File: src/rtl/multicycle_ctrl_fsm.sv
// Multi-cycle RV32I control FSM: sequences fetch/decode/execute, evaluates branches,
// handles memory wait states with timeout, and traps on illegal encodings.
module multicycle_ctrl_fsm #(
    parameter int MEM_WAIT_EN = 1,
    parameter int MEM_TIMEOUT = 16,
    parameter int TRAP_EN     = 1,
    parameter int U_EN        = 1
) (
    input  logic       clk,
    input  logic       rst,
    input  logic [6:0] Op,
    input  logic [2:0] funct3,
    input  logic       Zero,
    input  logic       Lt,
    input  logic       Ltu,
    input  logic       MemReady,
    output logic       MemReq,
    output logic       IRWrite,
    output logic       RegWrite,
    output logic       MemWrite,
    output logic       AdrSrc,
    output logic       PCWrite,
    output logic [1:0] ALUSrcA,
    output logic [1:0] ALUSrcB,
    output logic [1:0] ResultSrc,
    output logic [2:0] ALUOp,
    output logic [1:0] Fault,
    output logic [3:0] State
);

    localparam int CW = (MEM_TIMEOUT > 0) ? $clog2(MEM_TIMEOUT + 1) : 1;

    typedef enum logic [3:0] {
        S_FETCH    = 4'd0,
        S_DECODE   = 4'd1,
        S_MEMADR   = 4'd2,
        S_MEMREAD  = 4'd3,
        S_MEMWB    = 4'd4,
        S_MEMWRITE = 4'd5,
        S_EXECR    = 4'd6,
        S_EXECI    = 4'd7,
        S_ALUWB    = 4'd8,
        S_JAL      = 4'd9,
        S_JALR     = 4'd10,
        S_JALRLINK = 4'd11,
        S_BRANCH   = 4'd12,
        S_LUI      = 4'd13,
        S_AUIPC    = 4'd14,
        S_TRAP     = 4'd15
    } state_t;

    state_t        state_q, state_d, dec_next;
    logic [CW-1:0] cnt_q, cnt_d;
    logic [1:0]    fault_q, fault_d, new_fault, dec_fault;
    logic          ready, timeout, cond, pc_upd, br;
    logic          memreq_s, irwrite_s, regwrite_s, memwrite_s;

    assign ready   = (MEM_WAIT_EN == 0) || MemReady;
    assign timeout = (MEM_WAIT_EN != 0) && (MEM_TIMEOUT != 0) && !MemReady
                     && (cnt_q == CW'(MEM_TIMEOUT - 1));

    always_comb begin
        cond = 1'b0;
        case (funct3)
            3'b000:  cond = Zero;
            3'b001:  cond = !Zero;
            3'b100:  cond = Lt;
            3'b101:  cond = !Lt;
            3'b110:  cond = Ltu;
            3'b111:  cond = !Ltu;
            default: cond = 1'b0;
        endcase
    end

    // dec_fault != 0 marks an illegal encoding and its fault code
    always_comb begin
        dec_next  = S_FETCH;
        dec_fault = 2'b00;
        case (Op)
            7'b0000011,
            7'b0100011: dec_next = S_MEMADR;
            7'b0110011: dec_next = S_EXECR;
            7'b0010011: dec_next = S_EXECI;
            7'b1101111: dec_next = S_JAL;
            7'b1100111: begin
                if (funct3 == 3'b000) dec_next = S_JALR;
                else                  dec_fault = 2'b01;
            end
            7'b1100011: begin
                if (funct3 == 3'b010 || funct3 == 3'b011) dec_fault = 2'b11;
                else                                      dec_next  = S_BRANCH;
            end
            7'b0110111: begin
                if (U_EN != 0) dec_next = S_LUI;
                else           dec_fault = 2'b01;
            end
            7'b0010111: begin
                if (U_EN != 0) dec_next = S_AUIPC;
                else           dec_fault = 2'b01;
            end
            default: dec_fault = 2'b01;
        endcase
        if (dec_fault != 2'b00 && TRAP_EN != 0) dec_next = S_TRAP;
        if (TRAP_EN == 0) dec_fault = 2'b00;
    end

    always_comb begin
        state_d    = state_q;
        new_fault  = 2'b00;
        memreq_s   = 1'b0;
        irwrite_s  = 1'b0;
        regwrite_s = 1'b0;
        memwrite_s = 1'b0;
        pc_upd     = 1'b0;
        br         = 1'b0;
        AdrSrc     = 1'b0;
        ALUSrcA    = 2'b00;
        ALUSrcB    = 2'b00;
        ResultSrc  = 2'b00;
        ALUOp      = 3'b011;
        case (state_q)
            S_FETCH: begin
                memreq_s  = 1'b1;
                ALUSrcB   = 2'b10;
                ResultSrc = 2'b10;
                irwrite_s = ready;
                pc_upd    = ready;
                if (ready) begin
                    state_d = S_DECODE;
                end else if (timeout) begin
                    state_d   = S_TRAP;
                    new_fault = 2'b10;
                end
            end
            S_DECODE: begin
                ALUSrcA   = 2'b01;
                ALUSrcB   = 2'b01;
                state_d   = dec_next;
                new_fault = dec_fault;
            end
            S_MEMADR: begin
                ALUSrcA = 2'b10;
                ALUSrcB = 2'b01;
                state_d = Op[5] ? S_MEMWRITE : S_MEMREAD;
            end
            S_MEMREAD: begin
                memreq_s = 1'b1;
                AdrSrc   = 1'b1;
                if (ready) begin
                    state_d = S_MEMWB;
                end else if (timeout) begin
                    state_d   = S_TRAP;
                    new_fault = 2'b10;
                end
            end
            S_MEMWB: begin
                ResultSrc  = 2'b01;
                regwrite_s = 1'b1;
                state_d    = S_FETCH;
            end
            S_MEMWRITE: begin
                memreq_s   = 1'b1;
                AdrSrc     = 1'b1;
                memwrite_s = 1'b1;
                if (ready) begin
                    state_d = S_FETCH;
                end else if (timeout) begin
                    state_d   = S_TRAP;
                    new_fault = 2'b10;
                end
            end
            S_EXECR: begin
                ALUSrcA = 2'b10;
                ALUOp   = 3'b000;
                state_d = S_ALUWB;
            end
            S_EXECI: begin
                ALUSrcA = 2'b10;
                ALUSrcB = 2'b01;
                ALUOp   = 3'b001;
                state_d = S_ALUWB;
            end
            S_ALUWB: begin
                regwrite_s = 1'b1;
                state_d    = S_FETCH;
            end
            S_JAL, S_JALRLINK: begin
                ALUSrcA = 2'b01;
                ALUSrcB = 2'b10;
                pc_upd  = 1'b1;
                state_d = S_ALUWB;
            end
            S_JALR: begin
                ALUSrcA = 2'b10;
                ALUSrcB = 2'b01;
                state_d = S_JALRLINK;
            end
            S_BRANCH: begin
                ALUSrcA = 2'b10;
                ALUOp   = 3'b010;
                br      = 1'b1;
                state_d = S_FETCH;
            end
            S_LUI: begin
                ALUSrcA = 2'b11;
                ALUSrcB = 2'b01;
                state_d = S_ALUWB;
            end
            S_AUIPC: begin
                ALUSrcA = 2'b01;
                ALUSrcB = 2'b01;
                state_d = S_ALUWB;
            end
            default: state_d = S_TRAP;
        endcase
    end

    // first fault is sticky; the wait counter restarts on entry to each wait state
    always_comb begin
        fault_d = (fault_q == 2'b00) ? new_fault : fault_q;
        cnt_d   = cnt_q;
        if (state_d != state_q && (state_d == S_FETCH || state_d == S_MEMREAD
                                   || state_d == S_MEMWRITE)) begin
            cnt_d = '0;
        end else if (memreq_s && !MemReady && MEM_WAIT_EN != 0 && MEM_TIMEOUT != 0) begin
            cnt_d = cnt_q + 1'b1;
        end
    end

    always_ff @(posedge clk or negedge rst) begin
        if (!rst) begin
            state_q <= S_FETCH;
            cnt_q   <= '0;
            fault_q <= 2'b00;
        end else begin
            state_q <= state_d;
            cnt_q   <= cnt_d;
            fault_q <= fault_d;
        end
    end

    assign MemReq   = rst & memreq_s;
    assign IRWrite  = rst & irwrite_s;
    assign RegWrite = rst & regwrite_s;
    assign MemWrite = rst & memwrite_s;
    assign PCWrite  = rst & (pc_upd | (br & cond));
    assign Fault    = fault_q;
    assign State    = state_q;

endmodule

File: config.mk
export PLATFORM = sky130hd
export DESIGN_NAME = multicycle_ctrl_fsm
export DESIGN_NICKNAME = d
export VERILOG_FILES = /design/src/rtl/multicycle_ctrl_fsm.sv
export SDC_FILE = /design/constraint.sdc
export NUM_CORES = 1
export LEC_CHECK = 0
export CAP_MARGIN = 20
export CORE_ASPECT_RATIO = 0.7
export CORE_MARGIN = 2
export CORE_UTILIZATION = 44
export CTS_BUF_LIST = sky130_fd_sc_hd__clkbuf_16
export DETAILED_ROUTE_END_ITERATION = 10
export HOLD_SLACK_MARGIN = 0.1
export PLACE_DENSITY = 0.77
export SYNTH_ARGS = -nofsm -noshare
export SYNTH_HDL_FRONTEND = slang
export SYNTH_SLANG_ARGS = --single-unit
File: constraint.sdc
create_clock -name clk -period 1.95 [get_ports clk]
set_input_delay 0.39 -clock clk [delete_from_list [all_inputs] [get_ports clk]]
set_output_delay 0.39 -clock clk [all_outputs]
set_load 0.03 [all_outputs]
==> flow_summary_export.csv, run 1 <==
group,metric,value,unit
critical_path,path_class,"flip-flop to flip-flop",
clock_network,cts_max_level,1,
clock_network,cts_num_sinks,11,
critical_path,arrival,2500,ps
floorplan,start_util,47.12,%
sta,hold_violations,0,
drt,drt-total-wl,5218,um
critical_path,crit_path_max_fanout,6,
sta,slew_viol_final,0,
logic_synthesis,yosys_warnings,0,
global_route,grt_use_total,26.77,%
sta,min_period,2344,ps
flow_run,cap_viol_max_count,0,
layout,fin_nets,271,
clock_network,clk_latency,240,ps
global_route,antenna_found_initial,0,
drt,antenna_left,0,
global_route,grt_pass1_vias,1694,
floorplan,dieHeight,50.33,um
drt,vias,1722,
clock_network,cts_buffer_depth,2,
layout,area_growth,75.97,%
layout,drive_above_1_share,50.40,%
floorplan,die-area,3532,um2
logic_synthesis,async_reset_ff_share,100.0,%
power_and_ir_drop,ir_drop,0.8299,mV
logic_synthesis,synth_edf_count,0,
status,violations,"setup timing",
critical_path,r2r_setup_slack,-390,ps
floorplan,coreArea,2863,um2
power_and_ir_drop,p_leak,1.059,nW
power_and_ir_drop,p_per_area,1648,nW/um2
floorplan,ioPinCount,37,
clock_network,cts_inserted_buffers,3,
placed_design,portBuffers,35,
power_and_ir_drop,finalPower,3.912,mW
sta,post-route-period-util,120.2,%
critical_path,cp-end-kind,"flip-flop",
drt,first_pass_iters,4,
layout,final_cell_mix,"buf_4 (50), buf_6 (17), nand2_1 (15)",
sta,rsz0062_at_grt,"yes",
floorplan,die_w,70.18,um
drt,drt_iter0_drc,161,
sta,setup_tns,-1824,ps
drt,wire_per_inst,18.12,um
clock_network,cts_tree,"done",
min_path,hold_class,"flip-flop to flip-flop",
layout,filler_cell_count,156,
layout,multi_input_area,1149,um2
global_route,grt_max_degree,15,
drt,viasPerCell,5.979,
clock_network,cts-root-buf,"clkbuf_16",
logic_synthesis,synth.distinct_cells,52,
sta,max_freq,426.6,MHz
global_route,overflow,0,
critical_path,critical_path_required,2100,ps
min_path,holdPathStages,1,
sta,setup_viol,11,
placed_design,dp.cells,268,
placed_design,hpwl,3179,um
logic_synthesis,syn-num-nets,188,
drt,drc,0,
critical_path,critPathLaunchType,"flip-flop",
sta,setup_ws,-394.4,ps
layout,final_cells,288,
status,status,"complete, but fails checks",
logic_synthesis,ys_seq_area_share,20.41,%
floorplan,rows,16,
sta,clock_skew,1.553,ps
logic_synthesis,avgSynthCellArea,7.934,um2
sta,whs,481.1,ps
layout,diodes,0,
placed_design,gp_congestion,0.8494,
logic_synthesis,ys_ff_latch,11,
logic_synthesis,netlist_instances,170,
logic_synthesis,syn_area,1349,um2
layout,layout_commonest_cell,"buf_4",
critical_path,reg2reg_depth,9,
logic_synthesis,ys.flop_type,"dfrtp_1",
global_route,grt_pass1_wl,7548,um
layout,register_area,279.0,um2
clock_network,clkTransAtPathRegs,50,ps
==> path summary, 6_finish.rpt <==
path	start	end
worst min register to register	Fault[0]	Fault[1]
worst max register to register	cnt_q[1]	cnt_q[4]
worst min-delay path	Fault[0]	Fault[1]
min in group asynchronous	rst	State[1]
max in group asynchronous	rst	State[2]
worst max-delay path	cnt_q[1]	cnt_q[4]
==> cells in the mapped netlist (all sizes together), types with 2 or more instances <==
| master | instances | area share [%] |
|---|---|---|
| o21bai | 2 | 1.1 |
| nand3 | 3 | 1.1 |
| nand2b | 7 | 3.8 |
| nor2 | 15 | 4.2 |
| ha | 2 | 1.9 |
| a21oi | 12 | 4.7 |
| buf | 8 | 5.0 |
| xor2 | 4 | 2.6 |
| mux2i | 3 | 2.2 |
| clkbuf | 5 | 4.4 |
| xnor2 | 5 | 3.2 |
| o221ai | 3 | 2.4 |
| dfrtp | 11 | 20 |
| a21boi | 3 | 1.7 |
| a31o | 2 | 1.3 |
| o21ai | 10 | 4.0 |
| o32ai | 2 | 1.3 |
| and2 | 2 | 0.93 |
| and4 | 2 | 1.3 |
| nor3b | 2 | 1.1 |
| o22ai | 2 | 0.93 |
| nor2b | 2 | 0.93 |
| nand2 | 18 | 5.0 |
| nor3 | 11 | 4.1 |
| nor4 | 2 | 0.93 |
| a211oi | 2 | 1.9 |
| and3 | 5 | 2.3 |
| and3b | 2 | 1.3 |
| inv | 6 | 1.7 |
| nand3b | 3 | 2.6 |
==> routing by layer <==
metal	global-route usage, %	vias to the layer above	wire length [um]
li1	-	784	-
met1	30.14	785	1951
met2	48.10	121	2497
met3	6.024	32	516
met4	13.46	0	253
met5	0	-	0
==> power by group <==
part           total (mW)  internal (mW)  switching [mW]
logic                3.11           1.44            1.67
registers           0.407          0.311          0.0959
clock network       0.394          0.273           0.121
==> logic make-up (layout without fill, tap and decap cells) <==
group / after synthesis / count (layout) / synth area share (%)
AND/OR/NAND/NOR: 77 / 77 / 31.35
AO/OA/AOI/OAI: 48 / 48 / 27.00
flip-flops: 11 / 11 / 20.41
adder cells (fa/ha/maj): 2 / 2 / 1.855
multiplexers: 3 / 3 / 2.226
other: 1 / 1 / 0.2780
XOR/XNOR: 9 / 9 / 5.844
buffers and inverters: 19 / 101 / 11.04
==> repair_timing <==
item / 4_1_cts / 5_1_grt
endpoints found under the setup margin: 14 / 14
pin swaps: 11 / 13
buffers inserted: 7 / 10
resized for setup: 27 / 50
hold buffers: 0 / 0
==> registers in the layout (all words and copies together), names as in the netlist <==
signal / flops
Fault: 2
cnt_q: 5
State: 4
==> critical path, stage by stage (launching register included) <==
cell	delay [ps]
dfrtp_1	380
ha_2	200
and3_4	180
ha_4	190
a31o_4	230
a221o_1	300
a211oi_2	290
a2111oi_4	130
buf_4	190
nor3_4	160
==> through the flow <==
stage | cell area, um2 | setup WS, ps | utilization (%)
after global routing | 2374 | -435.0 | 82.91
after CTS | 2137 | -251.2 | 74.65
after floorplan | 1424 | -115.8 | -
final | 2374 | -394.4 | 82.91
after global placement | 1972 | -505.0 | 68.88
after detailed placement | 1972 | -609.7 | 68.88
==> final cells by class <==
class | instances | area share (%)
inverters | 6 | 1.160
clock buffers | 3 | 3.163
multi-input cells | 140 | 48.39
clock inverters | 1 | 0.2109
well taps | 36 | 1.898
flip-flops and latches | 11 | 11.76
repair buffers | 91 | 33.42
Note: power is estimated with default switching activity, not from simulation.
==> run 2: changes to the inputs <==
PLACE_DENSITY = default   (was 0.77)
PLACE_DENSITY_LB_ADDON = 0.12   (was default)
REMOVE_ABC_BUFFERS = 1   (was default)
==> flow_summary_export.csv, run 2 (same netlist as run 1, synthesis figures left out) <==
group,metric,value,unit
layout,layout_commonest_cell,"buf_4",
power_and_ir_drop,p_int,2.207,mW
critical_path,arrival,2490,ps
floorplan,die-area,3532,um2
status,violations,"setup timing",
clock_network,clk_latency,250,ps
drt,antenna_left,0,
power_and_ir_drop,p_per_area,1706,nW/um2
global_route,grt_use_total,30.90,%
critical_path,critPathLaunchType,"flip-flop",
sta,min_period,2327,ps
placed_design,portBuffers,35,
sta,max_freq,429.7,MHz
layout,filler_cell_count,143,
clock_network,cts_num_sinks,11,
sta,setup_tns,-2655,ps
critical_path,crit_path_max_incr_delay,370,ps
sta,post-route-period-util,119.3,%
drt,wire_per_inst,19.53,um
placed_design,hpwl,3447,um
clock_network,cts_tree,"done",
critical_path,cp-end-kind,"flip-flop",
sta,whs,482.2,ps
power_and_ir_drop,ir_drop,0.8618,mV
drt,viasPerCell,6.116,
layout,drive_above_1_share,52.43,%
clock_network,cts_buffer_depth,2,
sta,clock_skew,9.925,ps
power_and_ir_drop,p_sw,1.998,mW
clock_network,clkTransAtPathRegs,40,ps
floorplan,start_util,47.12,%
power_and_ir_drop,p_leak,1.104,nW
global_route,grt_pass1_wl,8459,um
drt,first_pass_iters,5,
placed_design,dp.cells,278,
floorplan,ioPinCount,37,
power_and_ir_drop,p_sw_share,47.51,%
drt,drt-total-wl,5919,um
clock_network,cts-root-buf,"clkbuf_16",
sta,slew_viol_final,0,
flow_run,cap_viol_max_count,0,
critical_path,cp_slowest_cell,"dfrtp_1",
layout,max_flop_register,"cnt_q",
sta,setup_viol,13,
min_path,hold_class,"flip-flop to flip-flop",
critical_path,critical_path_required,2110,ps
drt,drt_iter0_drc,216,
layout,diodes,0,
layout,area_growth,82.75,%
floorplan,dieHeight,50.33,um
sta,setup_ws,-377.2,ps
placed_design,gp_congestion,0.8998,
critical_path,path_class,"flip-flop to flip-flop",
clock_network,cts_max_level,1,
sta,hold_violations,0,
floorplan,rows,16,
drt,drc,0,
global_route,grt_max_degree,13,
sta,rsz0062_at_grt,"yes",
layout,post-route-util,86.10,%
floorplan,die_w,70.18,um
floorplan,coreArea,2863,um2
layout,design_area,2465,um2
global_route,overflow,0,
critical_path,crit_path_max_fanout,4,
power_and_ir_drop,combPwrFrac,81.1,%
global_route,grt_pass1_vias,1813,
power_and_ir_drop,clock_power_share,9.1,%
layout,final_cells,303,
placed_design,preCtsSetupSlack,-691.6,ps
clock_network,cts_inserted_buffers,3,
layout,final_cell_mix,"buf_4 (66), nand2_1 (15), buf_6 (14)",
status,status,"complete, but fails checks",
power_and_ir_drop,finalPower,4.205,mW
drt,vias,1853,
critical_path,crit_chain,"ha_2 -> and3_4 -> ha_4 -> a31o_4 -> a221o_1 -> a211oi_4 -> a2111oi_4 -> buf_4 -> nor3_2",
power_and_ir_drop,seq_power_share,9.8,%
placed_design,dpl-instance-area,1963,um2
layout,largest_reg_flops,5,
layout,fin_nets,286,
global_route,antenna_found_initial,0,
[run 2: cell count changes in the layout (fill, tap and decap cells not counted), moves of 3 or more]
cell | before | now
dlymetal6s2s_1 | 3 | 0
dlygate4sd2_1 | 9 | 13
buf_4 | 50 | 66
nor2_4 | 6 | 1
buf_6 | 17 | 14
nor2_1 | 9 | 12
and3_4 | 2 | 5
clkbuf_2 | 3 | 0
and3_1 | 3 | 0
[run 2: worst max-delay path: cells and delay by family, from the launching register on]
family | cells | cell delay [ps]
compound gates | 4 | 990
fa+ha+maj | 2 | 390
buf+inv | 1 | 180
flops | 1 | 370
simple gates | 2 | 310
[run 2: what timing repair did]
action	4_1_cts	5_1_grt
pin swaps	20	19
hold buffers	0	0
setup endpoints to repair	19	18
setup buffers	12	9
resized for setup	62	34
[run 2: cell type report]
class	instances	area [um2]	area share [%]
Inverter	6	25.02	1.015
Multi-Input combinational cell	140	1130	45.84
Clock buffer	3	75.07	3.046
Timing Repair Buffer	106	908.4	36.85
Clock inverter	1	3.754	0.1523
Sequential cell	11	277.8	11.27
Tap cell	36	45.04	1.827
[run 2: per-layer routing]
metal  track usage (%)  up-vias  wire length (um)
met5             3.175        -                 0
met4             14.74        0               367
met3             8.434       49               439
met2             55.71      114              2930
met1             33.78      881              2181
li1                  -      809                 -
[run 2: worst paths after layout]
| check | startpoint | endpoint | slack [ps] | depth (start not counted) |
|---|---|---|---|---|
| max in group asynchronous | rst | State[2] | 1070 | 2 |
| hold / removal | Fault[0] | Fault[1] | 480 | 1 |
| setup reg to reg | cnt_q[0] | cnt_q[2] | -380 | 9 |
| min in group asynchronous | rst | State[0] | 700 | 2 |
| hold reg to reg | Fault[0] | Fault[1] | 480 | 1 |
| setup / recovery | cnt_q[0] | cnt_q[2] | -380 | 9 |
[run 2: power groups by stage]
stage	clock network, mW	logic (mW)	registers (mW)
after global placement	0	2.42	0.398
after global routing	0.407	3.57	0.417
after floorplan	0	1.11	0.621
after CTS	0.377	2.87	0.402
final	0.384	3.41	0.411
after detailed placement	0	2.48	0.399
